==> src/rtl/keypad_pkg.sv <==
// Shared types for the 4x4 keypad scanner: FSM states, key code width,
// and the per-scan result reported at the end of every full scan.
package keypad_pkg;

    localparam int KEY_W = 4;

    typedef enum logic [1:0] {
        ST_IDLE     = 2'd0,
        ST_DEBOUNCE = 2'd1,
        ST_PRESSED  = 2'd2,
        ST_RELEASE  = 2'd3
    } kp_state_t;

    typedef enum logic [1:0] {
        RES_NONE   = 2'd0,
        RES_SINGLE = 2'd1,
        RES_MULTI  = 2'd2
    } scan_kind_t;

    typedef struct packed {
        scan_kind_t       kind;
        logic [KEY_W-1:0] code;
    } scan_res_t;

    // Number of active-low rows in a 4-bit row sample.
    function automatic logic [2:0] count_low(input logic [3:0] rows);
        return {2'b00, ~rows[0]} + {2'b00, ~rows[1]} + {2'b00, ~rows[2]} + {2'b00, ~rows[3]};
    endfunction

endpackage

==> src/rtl/keypad_row_sync.sv <==
// Two-flop synchronizer for the asynchronous, pulled-up row returns.
// Resets to all ones (no key) so a reset never looks like a press.
module keypad_row_sync (
    input  logic       CLK,
    input  logic       RST,
    input  logic [3:0] d,
    output logic [3:0] q
);

    logic [3:0] meta_r;
    logic [3:0] sync_r;

    // Two-stage capture of the row inputs into the CLK domain.
    always_ff @(posedge CLK) begin
        if (RST) begin
            meta_r <= 4'b1111;
            sync_r <= 4'b1111;
        end else begin
            meta_r <= d;
            sync_r <= meta_r;
        end
    end

    assign q = sync_r;

endmodule

==> src/rtl/keypad_scan.sv <==
// 4x4 matrix keypad scanner with ghost rejection, press/release debounce
// and a single-entry key register with overrun flag.
// Optional feature macro: KEYPAD_REPEAT_EN (auto-repeat while a key is held).
module keypad_scan
    import keypad_pkg::*;
#(
    parameter int SCAN_DIV       = 12000,
    parameter int DEBOUNCE_SCANS = 4,
    parameter int REPEAT_SCANS   = 250
) (
    input  logic             CLK,
    input  logic             RST,
    output logic [3:0]       COL,
    input  logic [3:0]       ROW,
    output logic [KEY_W-1:0] KEY,
    output logic             KEY_VALID,
    input  logic             KEY_ACK,
    output logic             OVERRUN
);

    localparam int DIV_W = (SCAN_DIV > 1) ? $clog2(SCAN_DIV) : 1;
    localparam int CNT_W = $clog2(DEBOUNCE_SCANS + 1);
    localparam logic [DIV_W-1:0] DIV_LAST = DIV_W'(SCAN_DIV - 1);
    localparam logic [DIV_W-1:0] DIV_ONE  = DIV_W'(1);
    localparam logic [CNT_W-1:0] CNT_ONE  = CNT_W'(1);
    localparam logic [CNT_W-1:0] DEB_LAST = CNT_W'(DEBOUNCE_SCANS - 1);

    // The debounce FSM assumes at least one confirming scan after the first.
    if (SCAN_DIV < 2 || DEBOUNCE_SCANS < 2 || REPEAT_SCANS < 1) begin : g_bad_param
        $error("keypad_scan: parameter out of range");
    end

    logic [3:0]       row_sync_s;
    logic [DIV_W-1:0] div_cnt_r;
    logic [1:0]       col_idx_r;
    logic [3:0]       col_r;
    logic [1:0]       hits_r;
    logic [KEY_W-1:0] code_r;
    logic             dwell_last_s;
    logic             strobe_s;
    logic [2:0]       col_low_s;
    logic [1:0]       row_idx_s;
    logic [1:0]       hits_base_s;
    logic [2:0]       hits_sum_s;
    logic [1:0]       hits_sat_s;
    logic [KEY_W-1:0] code_next_s;
    scan_res_t        scan_res_s;
    logic             key_hit_s;

    kp_state_t        state_r, state_next_s;
    logic [KEY_W-1:0] cand_r, cand_next_s;
    logic [CNT_W-1:0] cnt_r, cnt_next_s;
    logic             emit_s;
    logic [KEY_W-1:0] key_r;
    logic             key_valid_r;
    logic             overrun_r;

`ifdef KEYPAD_REPEAT_EN
    localparam int REP_W = $clog2(REPEAT_SCANS + 1);
    localparam logic [REP_W-1:0] REP_LAST = REP_W'(REPEAT_SCANS - 1);
    localparam logic [REP_W-1:0] REP_ONE  = REP_W'(1);
    logic [REP_W-1:0] rep_cnt_r, rep_next_s;
`endif

    keypad_row_sync u_row_sync (
        .CLK (CLK),
        .RST (RST),
        .d   (ROW),
        .q   (row_sync_s)
    );

    assign dwell_last_s = (div_cnt_r == DIV_LAST);
    assign strobe_s     = dwell_last_s && (col_idx_r == 2'd3);

    // Dwell counter and column rotation; COL is kept as its own register.
    always_ff @(posedge CLK) begin
        if (RST) begin
            div_cnt_r <= '0;
            col_idx_r <= 2'd0;
            col_r     <= 4'b1110;
        end else if (dwell_last_s) begin
            div_cnt_r <= '0;
            col_idx_r <= col_idx_r + 2'd1;
            col_r     <= {col_r[2:0], col_r[3]};
        end else begin
            div_cnt_r <= div_cnt_r + DIV_ONE;
        end
    end

    // Row index of the single low row in this column's sample.
    always_comb begin
        row_idx_s = 2'd0;
        case (row_sync_s)
            4'b1110: row_idx_s = 2'd0;
            4'b1101: row_idx_s = 2'd1;
            4'b1011: row_idx_s = 2'd2;
            4'b0111: row_idx_s = 2'd3;
            default: row_idx_s = 2'd0;
        endcase
    end

    // Fold this column's sample into the running scan result (column 0 starts afresh).
    always_comb begin
        col_low_s   = count_low(row_sync_s);
        hits_base_s = (col_idx_r == 2'd0) ? 2'd0 : hits_r;
        hits_sum_s  = {1'b0, hits_base_s} + col_low_s;
        hits_sat_s  = (hits_sum_s >= 3'd2) ? 2'd2 : hits_sum_s[1:0];
        if (col_low_s == 3'd1) begin
            code_next_s = {col_idx_r, row_idx_s};
        end else if (col_idx_r == 2'd0) begin
            code_next_s = 4'h0;
        end else begin
            code_next_s = code_r;
        end
        scan_res_s.code = code_next_s;
        case (hits_sat_s)
            2'd0:    scan_res_s.kind = RES_NONE;
            2'd1:    scan_res_s.kind = RES_SINGLE;
            default: scan_res_s.kind = RES_MULTI;
        endcase
        // Ghosting: several low rows are indistinguishable from no key.
        key_hit_s = (scan_res_s.kind == RES_SINGLE);
    end

    // Partial-scan accumulator, updated only on the last dwell cycle.
    always_ff @(posedge CLK) begin
        if (RST) begin
            hits_r <= 2'd0;
            code_r <= 4'h0;
        end else if (dwell_last_s) begin
            hits_r <= hits_sat_s;
            code_r <= code_next_s;
        end else begin
            hits_r <= hits_r;
            code_r <= code_r;
        end
    end

    // Debounce FSM state registers.
    always_ff @(posedge CLK) begin
        if (RST) begin
            state_r <= ST_IDLE;
            cand_r  <= 4'h0;
            cnt_r   <= '0;
`ifdef KEYPAD_REPEAT_EN
            rep_cnt_r <= '0;
`endif
        end else begin
            state_r <= state_next_s;
            cand_r  <= cand_next_s;
            cnt_r   <= cnt_next_s;
`ifdef KEYPAD_REPEAT_EN
            rep_cnt_r <= rep_next_s;
`endif
        end
    end

    // Debounce FSM next-state and emit decision, evaluated once per full scan.
    always_comb begin
        state_next_s = state_r;
        cand_next_s  = cand_r;
        cnt_next_s   = cnt_r;
        emit_s       = 1'b0;
`ifdef KEYPAD_REPEAT_EN
        rep_next_s   = rep_cnt_r;
`endif
        if (strobe_s) begin
            case (state_r)
                ST_IDLE: begin
                    if (key_hit_s) begin
                        state_next_s = ST_DEBOUNCE;
                        cand_next_s  = scan_res_s.code;
                        cnt_next_s   = CNT_ONE;
                    end else begin
                        state_next_s = ST_IDLE;
                    end
                end
                ST_DEBOUNCE: begin
                    if (!key_hit_s) begin
                        state_next_s = ST_IDLE;
                        cnt_next_s   = '0;
                    end else if (scan_res_s.code != cand_r) begin
                        cand_next_s  = scan_res_s.code;
                        cnt_next_s   = CNT_ONE;
                    end else if (cnt_r == DEB_LAST) begin
                        state_next_s = ST_PRESSED;
                        cnt_next_s   = '0;
                        emit_s       = 1'b1;
`ifdef KEYPAD_REPEAT_EN
                        rep_next_s   = '0;
`endif
                    end else begin
                        cnt_next_s   = cnt_r + CNT_ONE;
                    end
                end
                ST_PRESSED: begin
                    if (!key_hit_s) begin
                        state_next_s = ST_RELEASE;
                        cnt_next_s   = CNT_ONE;
                    end else begin
                        state_next_s = ST_PRESSED;
`ifdef KEYPAD_REPEAT_EN
                        if (scan_res_s.code == cand_r) begin
                            if (rep_cnt_r == REP_LAST) begin
                                rep_next_s = '0;
                                emit_s     = 1'b1;
                            end else begin
                                rep_next_s = rep_cnt_r + REP_ONE;
                            end
                        end else begin
                            rep_next_s = rep_cnt_r;
                        end
`endif
                    end
                end
                ST_RELEASE: begin
                    if (key_hit_s) begin
                        state_next_s = ST_PRESSED;
                        cnt_next_s   = '0;
`ifdef KEYPAD_REPEAT_EN
                        rep_next_s   = '0;
`endif
                    end else if (cnt_r == DEB_LAST) begin
                        state_next_s = ST_IDLE;
                        cnt_next_s   = '0;
                    end else begin
                        cnt_next_s   = cnt_r + CNT_ONE;
                    end
                end
                default: begin
                    state_next_s = ST_IDLE;
                    cnt_next_s   = '0;
                end
            endcase
        end else begin
            state_next_s = state_r;
        end
    end

    // Key register: an emit loads only when the slot is free or being acked.
    always_ff @(posedge CLK) begin
        if (RST) begin
            key_r       <= 4'h0;
            key_valid_r <= 1'b0;
            overrun_r   <= 1'b0;
        end else if (emit_s) begin
            if (!key_valid_r || KEY_ACK) begin
                key_r       <= cand_r;
                key_valid_r <= 1'b1;
            end else begin
                overrun_r   <= 1'b1;
            end
        end else if (KEY_ACK && key_valid_r) begin
            key_valid_r <= 1'b0;
        end else begin
            key_valid_r <= key_valid_r;
        end
    end

    assign COL       = col_r;
    assign KEY       = key_r;
    assign KEY_VALID = key_valid_r;
    assign OVERRUN   = overrun_r;

endmodule
==> config.mk <==
export PLATFORM = sky130hd
export DESIGN_NAME = keypad_scan
export DESIGN_NICKNAME = d
export VERILOG_FILES = /design/src/rtl/keypad_pkg.sv /design/src/rtl/keypad_row_sync.sv /design/src/rtl/keypad_scan.sv
export SDC_FILE = /design/constraint.sdc
export NUM_CORES = 1
export LEC_CHECK = 0
export BUFFER_PORTS_ARGS = -buffer_cell sky130_fd_sc_hd__buf_2
export CELL_PAD_IN_SITES_DETAIL_PLACEMENT = 1
export CELL_PAD_IN_SITES_GLOBAL_PLACEMENT = 2
export CORE_MARGIN = 1.5
export CORE_UTILIZATION = 42
export CTS_BUF_LIST = sky130_fd_sc_hd__clkbuf_8
export CTS_CLUSTER_DIAMETER = 200
export DETAILED_ROUTE_END_ITERATION = 10
export GPL_TIMING_DRIVEN = 1
export HOLD_SLACK_MARGIN = 0.08
export PLACE_DENSITY = 0.95
export SYNTH_ARGS = -nofsm -noshare
export SYNTH_HDL_FRONTEND = slang
export SYNTH_SLANG_ARGS = --single-unit
==> constraint.sdc <==
create_clock -name CLK -period 6 [get_ports CLK]
set_input_delay 1.2 -clock CLK [delete_from_list [all_inputs] [get_ports CLK]]
set_output_delay 1.2 -clock CLK [all_outputs]
set_load 0.02 [all_outputs]
### Word-level counts from Yosys, hierarchy flattened

Index checks and enable logic that the tools add are counted.

| storage, ports and cells | value |
|---|---|
| output and inout bits | 10 |
| memories kept | 0 |
| bits in latches | 0 |
| bits in writable memories | 0 |
| register bits | 49 |
| memory bits (read-only) | 0 |
| bits of input ports | 7 |
| logic and storage cells | 96 |

| operators by class | value |
|---|---|
| add/sub/neg operators | 7 |
| shift-type cells | 0 |
| multipliers | 0 |
| divide/modulo/power cells | 0 |
| reduce and logical (&&, ||, !) cells | 16 |
| equality and inequality tests | 21 |
| mux-type cells | 33 |
| order comparisons | 1 |
| bitwise logic cells | 5 |

Operator list:

| kind | number |
|---|---|
| 2-to-1 mux 4 bit | 5 |
| 2-to-1 mux 3 bit | 6 |
| adder 14 x 1 -> 14 bit (second input constant) | 1 |
| == test 14 bit (second input constant) | 1 |
| 2-to-1 mux 2 bit | 7 |
| case mux 3 bit (4 select lines) | 1 |
| 2-to-1 mux 1 bit | 10 |
| inequality test 3 bit (second input constant) | 3 |
| == test 4 bit (second input constant) | 2 |
| inequality test 2 bit (second input constant) | 4 |
| case mux 2 bit (4 select lines) | 1 |
| case mux 4 bit (2 select lines) | 1 |
| == test 2 x 1 -> 1 bit (second input constant) | 3 |
| == test 2 bit (second input constant) | 3 |
| logical NOT 2 bit | 3 |
| case mux 2 bit (3 select lines) | 1 |
| AND reduction 2 bit | 3 |
| inverter 1 bit | 5 |
| AND reduction 5 bit | 1 |
| == test 4 x 3 -> 1 bit (second input constant) | 1 |
| inequality test 4 bit | 1 |
| case mux 2 bit (2 select lines) | 1 |
| AND reduction 4 bit | 1 |
| nonzero test 2 bit | 2 |
| 15 further kinds | 16 |

### Logic depth before layout (Yosys ltp)

Gate-level depths: netlist of the first run.

| logic depth | value |
|---|---|
| depth after elaboration | 15 |
| gate-level depth with buffers | 13 |
| depth with buffers taken out | 12 |

### Modules after synthesis

A second synthesis of the first run with hierarchy kept.

| second synthesis, totals | value |
|---|---|
| cells, all modules | 267 |
| area total of the unflattened synthesis | 2539.9 µm² |

Modules (own cells, without submodules):

| module | cells an instance | seq. area each (µm²) | area an instance (µm²) | times used |
|---|---|---|---|---|
| keypad_scan | 251 | 820.8 | 2329.7 | 1 |
| keypad_row_sync | 16 | 160.2 | 210.2 | 1 |

### Worst setup path after synthesis of the first run

Ideal clock, no wire load.

| timing | value |
|---|---|
| path kind | register to register |
| from | reg u_row_sync.sync_r[0], in the netlist u_row_sync.q[0] |
| to | reg cand_r[0] |
| path buffers | 1 |
| period minus slack after synthesis | 3.061 ns |
| path slack | 2.939 ns |
| arrival | 2.933 ns |
| stages on the path, launching flop included | 13 |
| required time | 5.872 ns |
| library setup time | 0.128 ns |
| cells stage by stage | dfxtp_1 fa_1 inv_1 ha_1 ha_1 inv_1 fa_1 xor2_1 nand4b_1 or3_1 clkbuf_1 mux2i_1 nor2_1 |

| on the way | value |
|---|---|
| word-level cells in the longest chain between the ends | 12 |
| elaborated cells on any way between the ends | 26 |
| classes of those cells | 4 x add/sub; 1 x order compare; 10 x eq/ne; 8 x mux; 1 x bitwise; 2 x reduce/logical |

Ends and longest elaborated chain:

| element | line | source |
|---|---|---|
| start: declaration | keypad_row_sync.sv:11 | `logic [3:0] sync_r;` |
| start signal: assignment | keypad_row_sync.sv:20 | `sync_r <= meta_r;` |
| inverter 1 bit | keypad_pkg.sv:27 | `return {2'b00, ~rows[0]} + {2'b00, ~rows[1]} + {2'b00, ~rows[2]} + {2'b00, ~rows[3]};` |
| adder 1 x 1 -> 2 bit | keypad_pkg.sv:27 |  |
| adder 2 x 1 -> 3 bit | keypad_pkg.sv:27 |  |
| adder 3 x 1 -> 3 bit | keypad_pkg.sv:27 |  |
| adder 2 x 3 -> 3 bit | keypad_scan.sv:106 | `hits_sum_s = {1'b0, hits_base_s} + col_low_s;` |
| >= comparator 3 x 2 -> 1 bit | keypad_scan.sv:107 | `hits_sat_s = (hits_sum_s >= 3'd2) ? 2'd2 : hits_sum_s[1:0];` |
| 2-to-1 mux 2 bit | keypad_scan.sv:107 |  |
| == test 2 x 1 -> 1 bit / logical NOT 2 bit (equally long branches) | keypad_scan.sv:116 | `case (hits_sat_s)` |
| case mux 2 bit (2 select lines) | keypad_scan.sv:116 |  |
| == test 2 x 1 -> 1 bit | keypad_scan.sv:122 | `key_hit_s = (scan_res_s.kind == RES_SINGLE);` |
| inequality test 2 bit (no line) | - |  |
| AND reduction 5 bit (no line) | - |  |
| end signal: assignment | keypad_scan.sv:150 | `cand_r <= cand_next_s;` |
| end: declaration | keypad_scan.sv:51 | `logic [KEY_W-1:0] cand_r, cand_next_s;` |

Parallel ways exist; a longest one is shown, timed or not. The select of a mux whose other input is x is not followed.
A chain may end at the register's enable or synchronous reset.

### Worst setup path in the final report of the first run

| timing | value |
|---|---|
| from | reg u_row_sync.sync_r[0], in the netlist u_row_sync.q[0] |
| to | reg key_r[0], in the netlist KEY[0] |

| on the way | value |
|---|---|
| word-level cells in the longest chain between the ends | 14 |
| elaborated cells on any way between the ends | 23 |
| classes of those cells | 4 x add/sub; 1 x order compare; 7 x eq/ne; 8 x mux; 1 x bitwise; 2 x reduce/logical |

Ends and longest elaborated chain:

| element | line | source |
|---|---|---|
| inverter 1 bit | keypad_pkg.sv:27 |  |
| adder 1 x 1 -> 2 bit | keypad_pkg.sv:27 |  |
| adder 2 x 1 -> 3 bit | keypad_pkg.sv:27 |  |
| adder 3 x 1 -> 3 bit | keypad_pkg.sv:27 |  |
| adder 2 x 3 -> 3 bit | keypad_scan.sv:106 |  |
| >= comparator 3 x 2 -> 1 bit | keypad_scan.sv:107 |  |
| 2-to-1 mux 2 bit | keypad_scan.sv:107 |  |
| == test 2 x 1 -> 1 bit / logical NOT 2 bit (equally long branches) | keypad_scan.sv:116 |  |
| case mux 2 bit (2 select lines) | keypad_scan.sv:116 |  |
| == test 2 x 1 -> 1 bit | keypad_scan.sv:122 |  |
| 2-to-1 mux 1 bit (*) | keypad_scan.sv:179 | `if (!key_hit_s) begin` |
| 2-to-1 mux 1 bit (*) | keypad_scan.sv:168 | `case (state_r)` |
| 2-to-1 mux 1 bit (*) | keypad_scan.sv:167 | `if (strobe_s) begin` |
| AND reduction 2 bit (no line) (*) | - |  |
| end signal: assignment | keypad_scan.sv:248 | `key_r <= cand_r;` |
| end: declaration | keypad_scan.sv:54 | `logic [KEY_W-1:0] key_r;` |

Mark *: on every way between the ends. The rest lies on a longest branch, timed or not.

==> results of run 1 <==
[final timing paths]
check,start,to,cells past startpoint
worst max register to register,u_row_sync.q[0],KEY[0],12
worst min-delay path,u_row_sync.meta_r[1],u_row_sync.q[1],1
worst max-delay path,u_row_sync.q[0],KEY[0],12
worst min register to register,u_row_sync.meta_r[1],u_row_sync.q[1],1
[per-stage QoR]
stage / util [%] / instance area (um2) / cells
CTS: 47.6 / 2610 / 349
global placement: 45.5 / 2490 / 341
global route: 47.6 / 2610 / 349
detailed placement: 45.5 / 2490 / 341
floorplan: - / 2350 / 260
finish: 47.6 / 2610 / 349
[power groups by stage]
stage / Sequential, mW / Clock [mW] / Combinational, mW
after floorplan: 0.339 / 0 / 0.0405
after global placement: 0.339 / 0 / 0.0511
after detailed placement: 0.340 / 0 / 0.0521
after CTS: 0.332 / 0.250 / 0.0525
after global routing: 0.333 / 0.266 / 0.0585
final: 0.332 / 0.242 / 0.0521
[routing by layer]
layer / vias to the layer above / share of wire [%]
met5: - / 0
met4: 0 / 1.1
met3: 5 / 1.9
met2: 10 / 50
met1: 896 / 47
li1: 932 / -
[flip-flops by register name (all words and copies together) (netlist names), named ones only]
signal             count
KEY                    4
col_idx_r              2
KEY_VALID              1
COL                    4
cand_r                 4
code_r                 4
u_row_sync.q           4
div_cnt_r             14
u_row_sync.meta_r      4
state_r                1
OVERRUN                1
hits_r                 2
cnt_r                  3
[final cells by class]
cell class | instances | area share [%]
timing repair buffer | 17 | 3.36
multi-input combinational | 189 | 49.1
sequential | 49 | 37.6
clock inverter | 2 | 1.30
clock buffer | 6 | 3.17
inverter | 14 | 2.02
tap | 72 | 3.45
[worst register-to-register path, delay by kind of cell, from the launching register on]
kind	cells	cell delay (ns)
xor gates and xnor gates	1	0.29
adders and majority gates	4	1.45
and+or+nand+nor	4	1.08
DFF	1	0.35
buffers and inverters	2	0.09
AOI/OAI and AO/OA	1	0.18
[synthesized netlist by cell type, types with 3 or more instances]
| cell | number |
|---|---|
| dfxtp_1 | 49 |
| nor2_1 | 36 |
| a21oi_1 | 15 |
| inv_1 | 13 |
| nand2_1 | 13 |
| nand3_1 | 13 |
| or2_2 | 11 |
| mux2i_1 | 10 |
| ha_1 | 9 |
| xnor2_1 | 9 |
| xor2_1 | 8 |
| o21ai_0 | 7 |
| clkbuf_1 | 4 |
| nand2b_1 | 4 |
| o211ai_1 | 4 |
| a211oi_1 | 3 |
| and3_1 | 3 |
| buf_2 | 3 |
| nand4_1 | 3 |
| nor2b_1 | 3 |
| nor3_1 | 3 |
| or3_1 | 3 |
[cell families (layout without fill, tap and decap cells)]
| logic type | Yosys count | count (layout) |
|---|---|---|
| simple gates | 108 | 108 |
| fa+ha+maj | 11 | 11 |
| xor+xnor | 17 | 17 |
| mux | 10 | 10 |
| compound gates | 43 | 43 |
| buf+inv | 22 | 39 |
| flops | 49 | 49 |
==> run metrics, run 1 <==
Total Routed Length=4940 um; Sw Ratio=23.0%; area leader, netlist=dfxtp_1; ys flop type=dfxtp_1; n_diodes=0; TritonRoute pass-1 iters=4; Slew headroom=56.0%; Hold Buf Count CTS=0; area delta synth->final=10.7%; Initial Util=43.0%; via count=1843; core box area=5470 um2; status=finished clean; yosys warns=0; Hold Slack=0.414 ns; fill count=669; synthesized instance count=260; flop-to-flop setup slack=2.50 ns; fin worst setup slack=2.50 ns; area of the multi-input gates=1280 um2; ratio of cells with drive above 1 in the final layout=15.5%; port bufs=16; worst path cell trace=fa_1 -> inv_1 -> ha_1 -> ha_1 -> inv_1 -> fa_1 -> xor2_1 -> nand4b_1 -> nor4_4 -> and3_2 -> nand3_1 -> a21oi_1; unrepaired setup endpoints after global routing=false; cts bufs inserted=5; CP Buf/Inv Count=2; drt drc=0; 1st-iter DRT viols=39; routing usage on met3=4.94%; Antenna Nets Post-Route=0; # setup viols final=0; Synth Area in XOR/XNOR=6.32%; met1 GRT Util=22.0%; Via density=5.28; min cycle time layout=3.50 ns; Root Buffer Master=clkbuf_8; post-synthesis mux area share=4.25%; # IOs=17; Synth Area in Simple Gates=25.2%; Row Count=27; adder-cell area share of the yosys netlist=6.48%; crit-path leading delay family=adder cells; clock-pin slew on the worst setup and hold paths=0.10 ns; Tightest Pin Transition=0.658 ns; global-route wire length before repair=8800 um; commonest non-fill, non-tap cell in the layout=dfxtp_1; f_max=286 MHz; EDFF count, synth=0; post-synthesis compound-gate area fraction=12.1%; initial antenna violation count=0; Seq cells post-synth=49; Gate power share=8.3%; Die H=77.9 um; Leakage=1.00 nW; Yosys cell types=49; CTS tree=built; Critical Path RT=6.23 ns; H-tree depth=2; CP max stage cell=fa_1; startpoint type of the worst setup path=flop; largest net degree at the start of global routing=33; post-synthesis area per instance=9.06 um2; die span in x=77.9 um; Final nets=294; Sequential Power Share=53.0%; total power=626 uW; CTS resizes=0; GRT Residual Overflow=0; most used routing layer=met2; Fin. Hold Viols=0; Post-DP HPWL=3580 um; Crit Path Class=reg -> reg; Int Power=482 uW; GRT met2 Usage=32.1%; crit path max fanout=6; Seq/Total Area, Yosys=41.7%; CP Capture Type=flop; Final Skew=0.0142 ns; Max Cap Viol=0; RD Place Congestion=0.732; VDD IR-drop max=0.188 mV; setup TNS=0 ns; share of the synthesized area in the top cell type=41.7%; CP max stage delay=0.53 ns; post-synthesis async set-or-reset flop share=0%; most frequent cells in the layout=dfxtp_1, nor2_1, buf_2; Setup Buffers After CTS=0; Tcrit/Tclk final=58.3%; Die ar.=6060 um2; largest cells by area after synthesis=dfxtp_1, nor2_1, ha_1; sinks on the clock net=49; Reg area=981 um2; Post-Syn Area=2350 um2; Skew-Pair Late Insertion Delay=0.30 ns; syn_nets=278; PwrDens=240 nW/um2; wire length per cell=14.1 um; Place WS=2.49 ns; clock share of power=38.7%; vias in the first global route=1901; largest family of logic cells by synthesized area=simple AND/OR/NAND/NOR gates; P_sw=144 uW; CTS max path bufs=2; CP arrival=3.73 ns; max-slew violation count=0; worst min path class=reg -> reg; GRT Util Overall=18.4%
Power figures use the tool's default switching activity.
==> inputs of run 2 (changes only) <==
--- a/config.mk
+++ b/config.mk
@@ -9,13 +9,13 @@
 export CELL_PAD_IN_SITES_DETAIL_PLACEMENT = 1
 export CELL_PAD_IN_SITES_GLOBAL_PLACEMENT = 2
 export CORE_MARGIN = 1.5
-export CORE_UTILIZATION = 42
+export CORE_UTILIZATION = 35
 export CTS_BUF_LIST = sky130_fd_sc_hd__clkbuf_8
 export CTS_CLUSTER_DIAMETER = 200
 export DETAILED_ROUTE_END_ITERATION = 10
 export GPL_TIMING_DRIVEN = 1
 export HOLD_SLACK_MARGIN = 0.08
-export PLACE_DENSITY = 0.95
+export PLACE_DENSITY = 0.87
 export SYNTH_ARGS = -nofsm -noshare
 export SYNTH_HDL_FRONTEND = slang
 export SYNTH_SLANG_ARGS = --single-unit
==> constraint.sdc (replaced) <==
create_clock -name CLK -period 3 [get_ports CLK]
set_input_delay 0.6 -clock CLK [delete_from_list [all_inputs] [get_ports CLK]]
set_output_delay 0.6 -clock CLK [all_outputs]
set_load 0.02 [all_outputs]
==> run 2 against run 1 <==
Compared with the run above:
- the run now ends with design-rule violations, negative setup slack left
- critical path depth is 3 higher
- register-to-register slack worse by 2.6 ns
- utilization is 0.79 points lower
- sequential cell count stayed put
- largest power group unchanged
==> run metrics, run 2 (synthesized netlist as in run 1, its figures left out) <==
drt drc=1; Total Routed Length=5730 um; Max Cap Viol=0; largest net degree at the start of global routing=33; startpoint type of the worst setup path=flop; n_diodes=0; Post-DP HPWL=3790 um; most frequent cells in the layout=dfxtp_1, nor2_1, buf_4; clock-pin slew on the worst setup and hold paths=0.09 ns; CP arrival=3.33 ns; Final nets=322; GRT Util Overall=15.5%; Die H=85.0 um; H-tree depth=2; fin worst setup slack=-0.0799 ns; Final Skew=0.00838 ns; Tcrit/Tclk final=103%; Root Buffer Master=clkbuf_8; Final Cell Area=3010 um2; worst min path class=reg -> reg; unrepaired setup endpoints after global routing=true; CP Capture Type=flop; max reg flops=14; Initial Util=36.7%; via count=1973; Gate power share=16.4%; port bufs=16; Slew headroom=60.8%; die span in x=85.0 um; initial antenna violation count=0; fin cells=380; Sequential Power Share=54.3%; # IOs=17; ratio of cells with drive above 1 in the final layout=33.7%; Min-Delay Endpoint=u_row_sync.q[1]; # setup viols final=12; sinks on the clock net=49; area delta synth->final=27.8%; flop-to-flop setup slack=-0.08 ns; global-route wire length before repair=9060 um; VDD IR-drop max=0.194 mV; Int Power=914 uW; Most flops, register=div_cnt_r; Fin. Hold Viols=0; P_sw=308 uW; Hold Crit Start=u_row_sync.meta_r[1]; CTS tree=built; Antenna Nets Post-Route=0; GRT Residual Overflow=0; violated checks=design-rule violations, negative setup slack; launch point of the worst reg-to-reg path=u_row_sync.q[1]; min cycle time layout=3.08 ns; Reg2Reg Depth=15; wire length per cell=15.1 um; Tightest Pin Transition=0.588 ns; PwrDens=406 nW/um2; RD Place Congestion=0.745; cts bufs inserted=5; 1st-iter DRT viols=68; FF-to-FF End=cand_r[2]; clock share of power=29.3%; hold path cells=1; status=finished, violations left; crit path max fanout=6; Skew-Pair Late Insertion Delay=0.30 ns; Leakage=1.14 nW; max-slew violation count=0; vias in the first global route=1950; f_max=325 MHz; Die ar.=7230 um2; Place WS=-0.0980 ns; Sw Ratio=25.2%; commonest non-fill, non-tap cell in the layout=dfxtp_1; Crit Path Class=reg -> reg; core box area=6420 um2; DP Cell Count=360; TritonRoute pass-1 iters=7; Critical Path RT=3.25 ns; Core Util, Final=46.9%; Row Count=29; Placement Cell Area=2650 um2; CTS max path bufs=2; Via density=5.19; total power=1.22 mW
## run 2: power groups by stage
| stage | registers (mW) | clock network [mW] | logic (mW) |
|---|---|---|---|
| after global routing | 0.665 | 0.402 | 0.218 |
| after CTS | 0.664 | 0.378 | 0.136 |
| final | 0.663 | 0.358 | 0.201 |
| after global placement | 0.678 | 0 | 0.129 |
| after detailed placement | 0.679 | 0 | 0.134 |
| after floorplan | 0.678 | 0 | 0.0863 |
## run 2: repair_timing
| action | in CTS | in global routing |
|---|---|---|
| hold endpoints to repair | 0 | 0 |
| endpoints found under the setup margin | 11 | 15 |
| cloned | 0 | 0 |
| buffers inserted | 1 | 14 |
| pin swaps | 5 | 14 |
| hold buffers | 0 | 0 |
| resized for setup | 3 | 33 |
## run 2: stage by stage
stage               hold slack, ns  TNS [ns]
global route                 0.443     -2.96
floorplan                    0.389   -0.0264
finish                       0.415    -0.636
global placement             0.391   -0.0436
detailed placement           0.397    -0.591
CTS                          0.418    -0.111
## run 2: routing by layer
metal / track usage (%) / routed length, um / vias to the layer above
li1: - / - / 995
met1: 19.9 / 2560 / 953
met2: 25.8 / 3000 / 20
met3: 3.70 / 114 / 5
met4: 4.92 / 52 / 0
met5: 0 / 0 / -
## run 2: worst max-delay path: stages (launching register included)
cell	delay (ns)
dfxtp_2	0.33
fa_1	0.55
inv_2	0.05
ha_4	0.16
ha_4	0.25
buf_6	0.12
buf_6	0.11
nor3b_4	0.20
buf_6	0.16
o32ai_2	0.08
buf_4	0.17
xnor2_4	0.15
buf_4	0.15
o2111ai_4	0.17
o211ai_1	0.21
o211a_1	0.16
## run 2: how the worst max path moves through the flow
stage,from,endpoint,slack [ns],cells after the start
floorplan,u_row_sync.q[1],KEY[3],-0.01,12
global placement,u_row_sync.q[1],KEY[1],-0.01,12
detailed placement,u_row_sync.q[1],KEY[1],-0.1,12
CTS,u_row_sync.q[1],KEY[1],-0.03,12
global route,u_row_sync.q[1],KEY_VALID,-0.25,15
finish,u_row_sync.q[1],cand_r[2],-0.08,15
## run 2: final cells by class
class,instances,area (um2)
Fill cell,759,3410
Sequential cell,49,983
Clock buffer,5,68.8
Inverter,14,52.6
Clock inverter,1,5.00
Timing Repair Buffer,45,317
Tap cell,77,96.3
Multi-Input combinational cell,189,1490
==> inputs of run 3 (changes only) <==
--- a/config.mk
+++ b/config.mk
@@ -16,6 +16,7 @@
 export GPL_TIMING_DRIVEN = 1
 export HOLD_SLACK_MARGIN = 0.08
 export PLACE_DENSITY = 0.87
+export SKIP_CTS_REPAIR_TIMING = 1
 export SYNTH_ARGS = -nofsm -noshare
 export SYNTH_HDL_FRONTEND = slang
 export SYNTH_SLANG_ARGS = --single-unit
==> run 3 against run 2 <==
Compared with the run above:
- the run still ends with design-rule violations, negative setup slack left
- worst setup slack improved by 0.047 ns
- clock-buffer cell count did not move
- worst hold slack improved by 0.00055 ns
- routed wire length fell by 7.9%
- largest power group unchanged
- utilization fell by 2.8 points
- non-clock buffer count fell by 8
- design area fell by 5.9%
- sequential share of layout area rose by 2.1 points
- sequential power barely moved
==> run metrics, run 3 (synthesized netlist as in run 1, its figures left out) <==
f_max=330 MHz; TritonRoute pass-1 iters=6; initial antenna violation count=0; startpoint type of the worst setup path=flop; max reg flops=14; Tightest Pin Transition=0.579 ns; via count=1894; total power=1.17 mW; Post-DP HPWL=3790 um; Final Skew=0.00679 ns; most frequent cells in the layout=dfxtp_1, nor2_1, buf_4; Via density=5.09; Max Cap Viol=0; Die ar.=7230 um2; Leakage=1.08 nW; VDD IR-drop max=0.194 mV; clock-pin slew on the worst setup and hold paths=0.08 ns; CP max stage cell=fa_1; Antenna Nets Post-Route=0; CP max stage delay=0.55 ns; Most flops, register=div_cnt_r; global-route wire length before repair=8970 um; fin cells=372; ratio of cells with drive above 1 in the final layout=28.1%; cts bufs inserted=5; GRT Residual Overflow=0; GRT Util Overall=15.4%; commonest non-fill, non-tap cell in the layout=dfxtp_1; sinks on the clock net=49; Skew-Pair Late Insertion Delay=0.30 ns; Hold Crit Start=u_row_sync.meta_r[2]; CTS tree=built; worst path cell trace=fa_1 -> inv_2 -> ha_4 -> ha_4 -> inv_2 -> fa_2 -> nand4b_1 -> nor4_4 -> nand3_2 -> o21ai_2 -> a21oi_2; CP arrival=3.20 ns; 1st-iter DRT viols=65; Core Util, Final=44.1%; Critical Path Start=u_row_sync.q[0]; unrepaired setup endpoints after global routing=true; Root Buffer Master=clkbuf_8; Fin. Hold Viols=0; port bufs=16; die span in x=85.0 um; Total Routed Length=5270 um; Critical Path RT=3.17 ns; setup TNS=-0.164 ns; max-slew violation count=0; DP Cell Count=360; vias in the first global route=1940; min cycle time layout=3.03 ns; Die H=85.0 um; area delta synth->final=20.2%; Crit Path Class=reg -> reg; core box area=6420 um2; Tcrit/Tclk final=101%; fin worst setup slack=-0.0333 ns; worst min path class=reg -> reg; Final nets=314; # IOs=17; Slew headroom=61.4%; CTS max path bufs=2; wire length per cell=14.2 um; CP Capture Type=flop; crit path max fanout=4; n_diodes=0; launch point of the worst reg-to-reg path=u_row_sync.q[0]; status=finished, violations left; drt drc=1; H-tree depth=2; PwrDens=413 nW/um2; Row Count=29; RD Place Congestion=0.745; Initial Util=36.7%; # setup viols final=8; largest net degree at the start of global routing=33; violated checks=design-rule violations, negative setup slack
==> run 3: cell types whose count changed in the layout (fill, tap and decap cells not counted), sizes merged <==
cell  delta
buf      -8
==> run 3: critical path, delay by kind of cell (launching register included) <==
family | cells | cell delay, ns
and+or+nand+nor | 3 | 0.66
adders and majority gates | 4 | 1.53
DFF | 1 | 0.35
AOI/OAI and AO/OA | 2 | 0.26
buffers and inverters | 2 | 0.09
==> run 3: layer usage <==
metal  up-vias  GRT usage, %  routed length, um
met4         0          4.92                 86
li1        972             -                  -
met1       897          19.8               2510
met3         7          3.70                114
met2        18          25.4               2560
met5         -             0                  0
==> run 3: path summary, 6_finish.rpt <==
| path | endpoint | slack (ns) | cells past startpoint |
|---|---|---|---|
| setup / recovery | KEY[1] | -0.03 | 11 |
| hold / removal | u_row_sync.q[2] | 0.42 | 1 |
| setup reg to reg | KEY[1] | -0.03 | 11 |
| hold reg to reg | u_row_sync.q[2] | 0.42 | 1 |
==> run 3: per-stage QoR <==
step           setup slack, ns  hold WS, ns  area [um2]
2_1_floorplan         -0.00952        0.389        2400
3_3_place_gp           -0.0128        0.391        2650
3_5_place_dp           -0.0980        0.397        2650
4_1_cts                 -0.123        0.418        2720
5_1_grt                 -0.271        0.436        2830
6_report               -0.0333        0.416        2830
==> run 3: layout make-up <==
type | instances | area, um2
fillers | 765 | 3590
clock buffers | 5 | 68.8
multi-input cells | 189 | 1390
flip-flops and latches | 49 | 986
inverters | 14 | 52.6
well taps | 77 | 96.3
repair buffers | 37 | 238
clock inverters | 1 | 5.00
==> run 3: power by group <==
part	switching (mW)	internal (mW)	total (mW)
sequential	0.00481	0.658	0.663
clock	0.203	0.154	0.357
combinational	0.0804	0.0701	0.151
total	0.288	0.882	1.17
